**src/rtl/udt_encode.sv**
```systemverilog
// UDT packet encoder: header-first framing of data/control packets onto a 64-bit stream.
// Optional header timestamp is enabled by defining UDT_TIMESTAMP_EN.
`timescale 1ns/1ps
module udt_encode #(
  parameter int unsigned C_S_AXI_DATA_WIDTH = 64,
  parameter int unsigned CLK_PER_US         = 125
) (
  input  logic                            core_clk,
  input  logic                            core_rst_n,
  input  logic                            req_valid,
  output logic                            req_ready,
  input  logic [2:0]                      req_type,
  input  logic [31:0]                     req_info,
  input  logic [30:0]                     req_seq,
  input  logic [31:0]                     req_sock_id,
  input  logic                            req_has_payload,
  input  logic [C_S_AXI_DATA_WIDTH-1:0]   in_tdata,
  input  logic [C_S_AXI_DATA_WIDTH/8-1:0] in_tkeep,
  input  logic                            in_tvalid,
  input  logic                            in_tlast,
  output logic                            in_tready,
  output logic [C_S_AXI_DATA_WIDTH-1:0]   out_tdata,
  output logic [C_S_AXI_DATA_WIDTH/8-1:0] out_tkeep,
  output logic                            out_tvalid,
  output logic                            out_tlast,
  input  logic                            out_tready,
  output logic                            error,
  output logic [31:0]                     tx_pkt_cnt
);

  typedef enum logic [1:0] {StIdle, StHdr0, StHdr1, StPayload} state_e;

  state_e                            state_q, state_d;
  logic [31:0]                       sock_q, sock_d;
  logic                              has_pl_q, has_pl_d;
  logic [31:0]                       ts_lat_q, ts_lat_d;
  logic                              rdy_en_q;
  logic [C_S_AXI_DATA_WIDTH-1:0]     tdata_q, tdata_d;
  logic [C_S_AXI_DATA_WIDTH/8-1:0]   tkeep_q, tkeep_d;
  logic                              tvalid_q, tvalid_d;
  logic                              tlast_q, tlast_d;
  logic                              error_q, error_d;
  logic [31:0]                       cnt_q, cnt_d;
  logic [31:0]                       ts_now;
  logic [14:0]                       type15;
  logic [63:0]                       hdr0;
  logic                              out_hs, bad_req;

`ifdef UDT_TIMESTAMP_EN
  logic [31:0] presc_q, presc_d, ts_q, ts_d;

  always_comb begin
    presc_d = presc_q + 32'd1;
    ts_d    = ts_q;
    if (presc_q == CLK_PER_US - 1) begin
      presc_d = '0;
      ts_d    = ts_q + 32'd1;
    end
  end

  always_ff @(posedge core_clk or negedge core_rst_n) begin
    if (!core_rst_n) begin
      presc_q <= '0;
      ts_q    <= '0;
    end else begin
      presc_q <= presc_d;
      ts_q    <= ts_d;
    end
  end

  assign ts_now = ts_q;
`else
  logic unused_clk_per_us;
  assign unused_clk_per_us = ^CLK_PER_US;
  assign ts_now = '0;
`endif

  // Request type to UDT control type field.
  always_comb begin
    type15 = 15'd0;
    case (req_type)
      3'd1:    type15 = 15'd2;
      3'd2:    type15 = 15'd6;
      3'd3:    type15 = 15'd1;
      3'd4:    type15 = 15'd3;
      3'd6:    type15 = 15'd5;
      default: type15 = 15'd0;
    endcase
  end

  assign hdr0    = (req_type == 3'd0) ? {1'b0, req_seq, req_info}
                                      : {1'b1, type15, 16'h0, req_info};
  assign bad_req = (req_type == 3'd7) || ((req_type == 3'd0) && !req_has_payload);
  assign out_hs  = tvalid_q && out_tready;

  // Only accept when the output register is free so a trailing payload beat is never clobbered.
  assign req_ready = (state_q == StIdle) && rdy_en_q && (!tvalid_q || out_tready);
  assign in_tready = (state_q == StPayload) && (!tvalid_q || out_tready);

  always_comb begin
    state_d  = state_q;
    sock_d   = sock_q;
    has_pl_d = has_pl_q;
    ts_lat_d = ts_lat_q;
    tdata_d  = tdata_q;
    tkeep_d  = tkeep_q;
    tvalid_d = tvalid_q;
    tlast_d  = tlast_q;
    error_d  = 1'b0;
    cnt_d    = cnt_q;

    if (out_hs) begin
      tvalid_d = 1'b0;
      if (tlast_q) cnt_d = cnt_q + 32'd1;
    end

    unique case (state_q)
      StIdle: begin
        if (req_valid && req_ready) begin
          if (bad_req) begin
            error_d = 1'b1;
          end else begin
            state_d  = StHdr0;
            sock_d   = req_sock_id;
            has_pl_d = req_has_payload;
            ts_lat_d = ts_now;
            tdata_d  = hdr0;
            tkeep_d  = '1;
            tvalid_d = 1'b1;
            tlast_d  = 1'b0;
          end
        end
      end
      StHdr0: begin
        if (out_hs) begin
          state_d  = StHdr1;
          tdata_d  = {ts_lat_q, sock_q};
          tkeep_d  = '1;
          tvalid_d = 1'b1;
          tlast_d  = !has_pl_q;
        end
      end
      StHdr1: begin
        if (out_hs) state_d = has_pl_q ? StPayload : StIdle;
      end
      StPayload: begin
        if (in_tvalid && in_tready) begin
          tdata_d  = in_tdata;
          tkeep_d  = in_tkeep;
          tvalid_d = 1'b1;
          tlast_d  = in_tlast;
          if (in_tlast) state_d = StIdle;
        end
      end
      default: state_d = StIdle;
    endcase
  end

  always_ff @(posedge core_clk or negedge core_rst_n) begin
    if (!core_rst_n) begin
      state_q  <= StIdle;
      sock_q   <= '0;
      has_pl_q <= 1'b0;
      ts_lat_q <= '0;
      rdy_en_q <= 1'b0;
      tdata_q  <= '0;
      tkeep_q  <= '0;
      tvalid_q <= 1'b0;
      tlast_q  <= 1'b0;
      error_q  <= 1'b0;
      cnt_q    <= '0;
    end else begin
      state_q  <= state_d;
      sock_q   <= sock_d;
      has_pl_q <= has_pl_d;
      ts_lat_q <= ts_lat_d;
      rdy_en_q <= 1'b1;
      tdata_q  <= tdata_d;
      tkeep_q  <= tkeep_d;
      tvalid_q <= tvalid_d;
      tlast_q  <= tlast_d;
      error_q  <= error_d;
      cnt_q    <= cnt_d;
    end
  end

  assign out_tdata  = tdata_q;
  assign out_tkeep  = tkeep_q;
  assign out_tvalid = tvalid_q;
  assign out_tlast  = tlast_q;
  assign error      = error_q;
  assign tx_pkt_cnt = cnt_q;

endmodule

```
**config.mk**
```make
export PLATFORM = sky130hd
export DESIGN_NAME = udt_encode
export DESIGN_NICKNAME = d
export VERILOG_FILES = /design/src/rtl/udt_encode.sv
export SDC_FILE = /design/constraint.sdc
export NUM_CORES = 1
export LEC_CHECK = 0
export ABC_CLOCK_PERIOD_IN_PS = 2150
export CORE_MARGIN = 4
export CORE_UTILIZATION = 40
export DETAILED_ROUTE_END_ITERATION = 12
export PLACE_DENSITY = 0.74
export SLEW_MARGIN = 0
export SYNTH_ARGS = -nofsm -noshare
export SYNTH_HDL_FRONTEND = slang
export SYNTH_SLANG_ARGS = --single-unit
export TNS_END_PERCENT = 50
```
**constraint.sdc**
```tcl
create_clock -name core_clk -period 2.15 [get_ports core_clk]
set_input_delay 0.5375 -clock core_clk [delete_from_list [all_inputs] [get_ports core_clk]]
set_output_delay 0.5375 -clock core_clk [all_outputs]
set_load 0.01 [all_outputs]
```
# [After elaboration in Yosys (flattened, before gate mapping)]
# Cells that the tools add are included.
[word_totals] ff_bits=143 word_cells=80 input_bits=177
[classes] reduce_logical=19 bitwise=1 add_sub_neg=1 mux=34 n_eq_ne=15
[op_table] cell="two-way mux 64 bit" n=5
[op_table] cell="one-hot mux 64 bit (3 select lines)" n=1
[op_table] cell="adder 32 x 1 -> 32 bit, second input constant" n=1
[op_table] cell="two-way mux 8 bit" n=4
[op_table] cell="one-hot mux 8 bit (3 select lines)" n=1
[op_table] cell="one-hot mux 3 bit (5 select lines)" n=1
[op_table] cell="two-way mux 2 bit" n=7
[op_table] cell="two-way mux 1 bit" n=12
[op_table] cell="equality test 3 bit, second input constant" n=3
[op_table] cell="inequality test 2 bit, second input constant" n=4
[op_table] cell="one-hot mux 2 bit (4 select lines)" n=1
[op_table] cell="logical AND 1 bit" n=7
[op_table] cell="equality test 3 x 2 -> 1 bit, second input constant" n=2
[op_table] cell="one-hot mux 1 bit (3 select lines)" n=2
[op_table] cell="AND reduction 6 bit" n=1
[op_table] cell="AND reduction 5 bit" n=1
[op_table] cell="equality test 2 bit, second input constant" n=2
[op_table] cell="inequality test 2 x 1 -> 1 bit, second input constant" n=2
[op_table] cell="equality test 3 x 1 -> 1 bit, second input constant" n=1
[op_table] cell="zero test 1 bit" n=3
[op_table] cell="zero test 3 bit" n=1
[op_table] cell="AND reduction 3 bit" n=1
[op_table] cell="nonzero test 3 bit" n=1
[op_table] cell="equality test 2 x 1 -> 1 bit, second input constant" n=1
[op_table] cell="4 further kinds" n=5

# [Longest topological paths before layout]
[logic_depth] word_depth=6 depth_mapped=7 ltp_nobuf=5

# [Worst setup path before layout]
# No wires, ideal clock.
[synth_path] path_kind="input -> register" start="input port out_tready" end="register tdata_q[17], in the netlist out_tdata[17]" path_slack_ns=0.291 arrival_time_ns=1.734 t_required_ns=2.025 path_stages=5 setup_ns=0.125 n_path_buf=1 cell_sequence="nand2b_1 nand4_4 o21ai_4 buf_6 mux2_2"
[synth_between] elab_chain_len=5
[synth_lines] element="start, declared" line="26" text="input logic out_tready,"
[synth_lines] element="logical OR 1 bit" line="97, 98"
[synth_lines] element="logical AND 1 bit (on tied branches)" line="98, 97"
[synth_lines] element="logical AND 1 bit (on tied branches)" line="147, 119"
[synth_lines] element="inequality test 2 x 1 -> 1 bit (no line)"
[synth_lines] element="AND reduction 5 bit (no line) *"
[synth_lines] element="end signal, assigned" line="178" text="tdata_q <= tdata_d;"
[synth_lines] element="end, declared" line="38" text="logic [C_S_AXI_DATA_WIDTH-1:0] tdata_q, tdata_d;"
# Every way passes the cells marked *; elsewhere a longest branch is shown, timed or not.
# A chain may end at the register's enable or synchronous reset.

# [Final worst setup path]
[layout_path] start="register state_q[1]" end="output port req_ready"
[layout_between] elab_chain_len=3
[layout_lines] element="start, declared" line="33" text="state_e state_q, state_d;"
[layout_lines] element="start signal, assigned" line="161" text="state_q <= StIdle;"
[layout_lines] element="start signal, assigned" line="173" text="state_q <= state_d;"
[layout_lines] element="zero test 2 bit" line="97" text="assign req_ready = (state_q == StIdle) && rdy_en_q && (!tvalid_q || out_tready);"
[layout_lines] element="logical AND 1 bit (2 in series)" line="97"
[layout_lines] element="end, declared" line="11" text="output logic req_ready,"
# Every way passes these cells.

==> impl_metrics.tcl <==
set metrics [dict create \
    maxCapViolCount 0 \
    worstPathArrival_ns 1.52 \
    cts.htree.levels 4 \
    fin_crit_sh_pct 95.5 \
    cts.clk_slew.worst_paths_ns 0.06 \
    worstPathCellList "nor2_1 > and3_1 > clkdlybuf4s15_1" \
    startpoint_type "flip-flop" \
    end_kind "primary output" \
    wire_per_inst_um 18.7 \
    cts_tree "done" \
    cts_setup_buffers 0 \
    max_freq_ghz 0.487 \
    grt_pass1_vias 6282 \
    maxSlewHeadroom_pct 54.9 \
    first_pass_iters 4 \
    n_antenna_cell 0 \
    antenna_found_initial 0 \
    synth_seq_cells 143 \
    die_h_um 138 \
    setup_violations 0 \
    io_pins 286 \
    cts.hold.buffers_added 0 \
    critPathMaxStageDelay_ns 0.43 \
    skew_ns 0.00774 \
    cts_max_path_buffers 2 \
    area_delta_synth_final_pct 57.9 \
    grt_pass1_wl_um 33200 \
    syn_area_sq_um 6790 \
    required_ns 1.61 \
    ir_worst_vdd_mv 0.740 \
    yosysWarnings 0 \
    drc_errors 0 \
    hold_class "in -> async" \
    clock_latency_ns 0.41 \
    place.detailed.instances 1064 \
    gp_congestion 0.881 \
    track_usage_pct 21.5 \
    ant_nets 0 \
    cts.sinks 143 \
    worst_pin_slew_ns 0.676 \
    cts_inserted_buffers 17 \
    drt_iter0_markers 225 \
    cp_top_family "simple AND/OR/NAND/NOR gates" \
    worstSetupPathType "reg -> out" \
    fin_nets 1041 \
    num_rows 47 \
    synth.yosys.seq_area_share_pct 52.7 \
    syn_nets 735 \
    core-area_sq_um 16600 \
    p_leak_nw 4.46 \
    totalWireLength_um 20400 \
    root_buffer "clkbuf_16" \
    crit_path_top_delay_cell "dfrtp_2" \
    via_count 5666 \
    fin_cells 1095 \
    syn_area_per_cell_sq_um 12.2 \
    ff2ff_setup_slack_ns 0.21 \
    worst-path-buf-inv 1 \
    crit_fanout 4 \
    die_x_um 138 \
    io_buffers 285 \
    overflow 0 \
    start_util_pct 40.9 \
    via_per_inst 5.17 \
    p_per_area_nw_per_um2 1190 \
    slew_viol_final 0 \
    power_mw 12.7 \
    yosysUniqueCellTypes 42 \
    rsz0062_at_grt "false" \
    hold_viol_final 0 \
    fin_crit_ns 2.05 \
    die-area_sq_um 19100 \
    layout-drive-gt1-share_pct 13.3 \
    status "completed" \
    hpwl_um 15400 \
    synthCells 557 \
    cts-resized-gates 8 \
    grt_max_degree 43 \
]
-- placed cells by master (no fill, tap or decap), drive strengths merged, types with 3 or more instances in the layout --
master / instances
dfrtp: 143
nor4: 5
nor2: 40
buf: 35
nand4: 17
mux2: 98
and3: 7
bufinv: 5
xnor2: 25
clkbuf: 21
nand3: 19
and4: 3
xor2: 6
inv: 5
a22o: 28
a21oi: 36
clkinv: 5
mux2i: 33
and2: 6
nand2: 19
clkdlybuf4s50: 281
o22a: 8
o21ai: 8
-- kinds of logic (layout without fill, tap and decap cells) --
family                   count (synthesis)  in the layout  synth area share [%]
AO/OA/AOI/OAI                           88             88                  9.20
XOR/XNOR                                31             31                  4.00
adder cells (fa/ha/maj)                  1              1                 0.184
buffers and inverters                   37            355                  2.97
flip-flops                             143            143                  52.7
multiplexers                           131            131                  21.1
other                                    1              1                0.0553
AND/OR/NAND/NOR                        125            125                  9.73
-- synth_stat cells, drive strengths merged --
cell type  number  area, sq um
and4            3         26.3
clkbuf         15         56.3
and3            7         43.8
inv             5         18.8
nor4            5         37.5
nand3          19          100
nor3            1         5.00
a31oi           1         6.26
mux2i          33          330
and2            6         37.5
o21ai           8         62.6
dfrtp         143         3580
xnor2          25          219
nor2           40          153
a21oi          36          180
nand4b          2         17.5
mux2           98         1100
or3             1         11.3
ha              1         12.5
nor2b           2         12.5
o211ai          2         15.0
nand2b          2         12.5
o22a            8         70.1
buf            17          126
or4             1         11.3
a311o           1         10.0
xor2            6         52.6
conb            1         3.75
o211a           2         20.0
o31ai           2         15.0
nand4          17          121
a22o           28          245
nand2          19         71.3
-- path summary, 6_finish.rpt --
check,from,cells past startpoint,end
max,state_q[1]$_DFFE_PN0P_,3,req_ready
min,core_rst_n,1,sock_q[21]$_DFFE_PN0P_
max reg2reg,state_q[0]$_DFFE_PN0P_,5,out_tdata[17]$_DFFE_PN0P_
min reg2reg,out_tdata[42]$_DFFE_PN0P_,1,out_tdata[42]$_DFFE_PN0P_
max in group asynchronous,core_rst_n,2,out_tdata[54]$_DFFE_PN0P_
min in group core_clk,out_tdata[42]$_DFFE_PN0P_,1,out_tdata[42]$_DFFE_PN0P_
-- stage by stage --
step | setup WS, ns | instance area, sq um | hold WS (ns) | util (%) | TNS [ns]
2_1_floorplan | 0.291 | 6790 | 0.242 | - | 0
3_3_place_gp | -0.432 | 10100 | 0.458 | 60.7 | -39.92
3_5_place_dp | -0.481 | 10100 | 0.474 | 60.7 | -45.23
4_1_cts | 0.0711 | 10700 | 0.0453 | 64.6 | 0
5_1_grt | 0.0337 | 10700 | 0.0517 | 64.6 | 0
6_report | 0.0965 | 10700 | 0.0391 | 64.6 | 0
-- cell type report --
| class | instances | area [sq um] |
|---|---|---|
| inverters | 5 | 18.8 |
| repair buffers | 319 | 3180 |
| clock inverters | 10 | 186 |
| fillers | 1281 | 5870 |
| clock buffers | 21 | 450 |
| well taps | 220 | 275 |
| flip-flops and latches | 143 | 3580 |
| multi-input cells | 377 | 3020 |
-- where the power goes --
| part | leakage [nW] | internal (mW) | total [mW] | switching [mW] |
|---|---|---|---|---|
| registers | 1.78 | 3.74 | 4.34 | 0.597 |
| clock network | 0.311 | 2.09 | 3.20 | 1.12 |
| logic | 2.37 | 2.94 | 5.16 | 2.22 |
-- layer usage --
layer	vias up	routed length (um)	global-route usage, %
met2	223	10400	37.8
met4	0	456	6.81
met3	29	1650	8.36
li1	2636	-	-
met1	2778	7950	24.1
met5	-	0	0
-- worst reg2reg max path, stage by stage, from the launching register on --
cell and delay [ns]:
dfrtp_2 0.38, buf_4 0.39, nand3_1 0.25, o21ai_4 0.15
buf_4 0.28, mux2_2 0.37
-- state kept, by name (all words and copies together), names as in the netlist --
name / cells
tx_pkt_cnt: 32
out_tvalid: 1
sock_q: 32
out_tlast: 1
error: 1
has_pl_q: 1
state_q: 2
out_tdata: 64
rdy_en_q: 1
out_tkeep: 8
No activity file was read; power rests on OpenSTA's default activity.
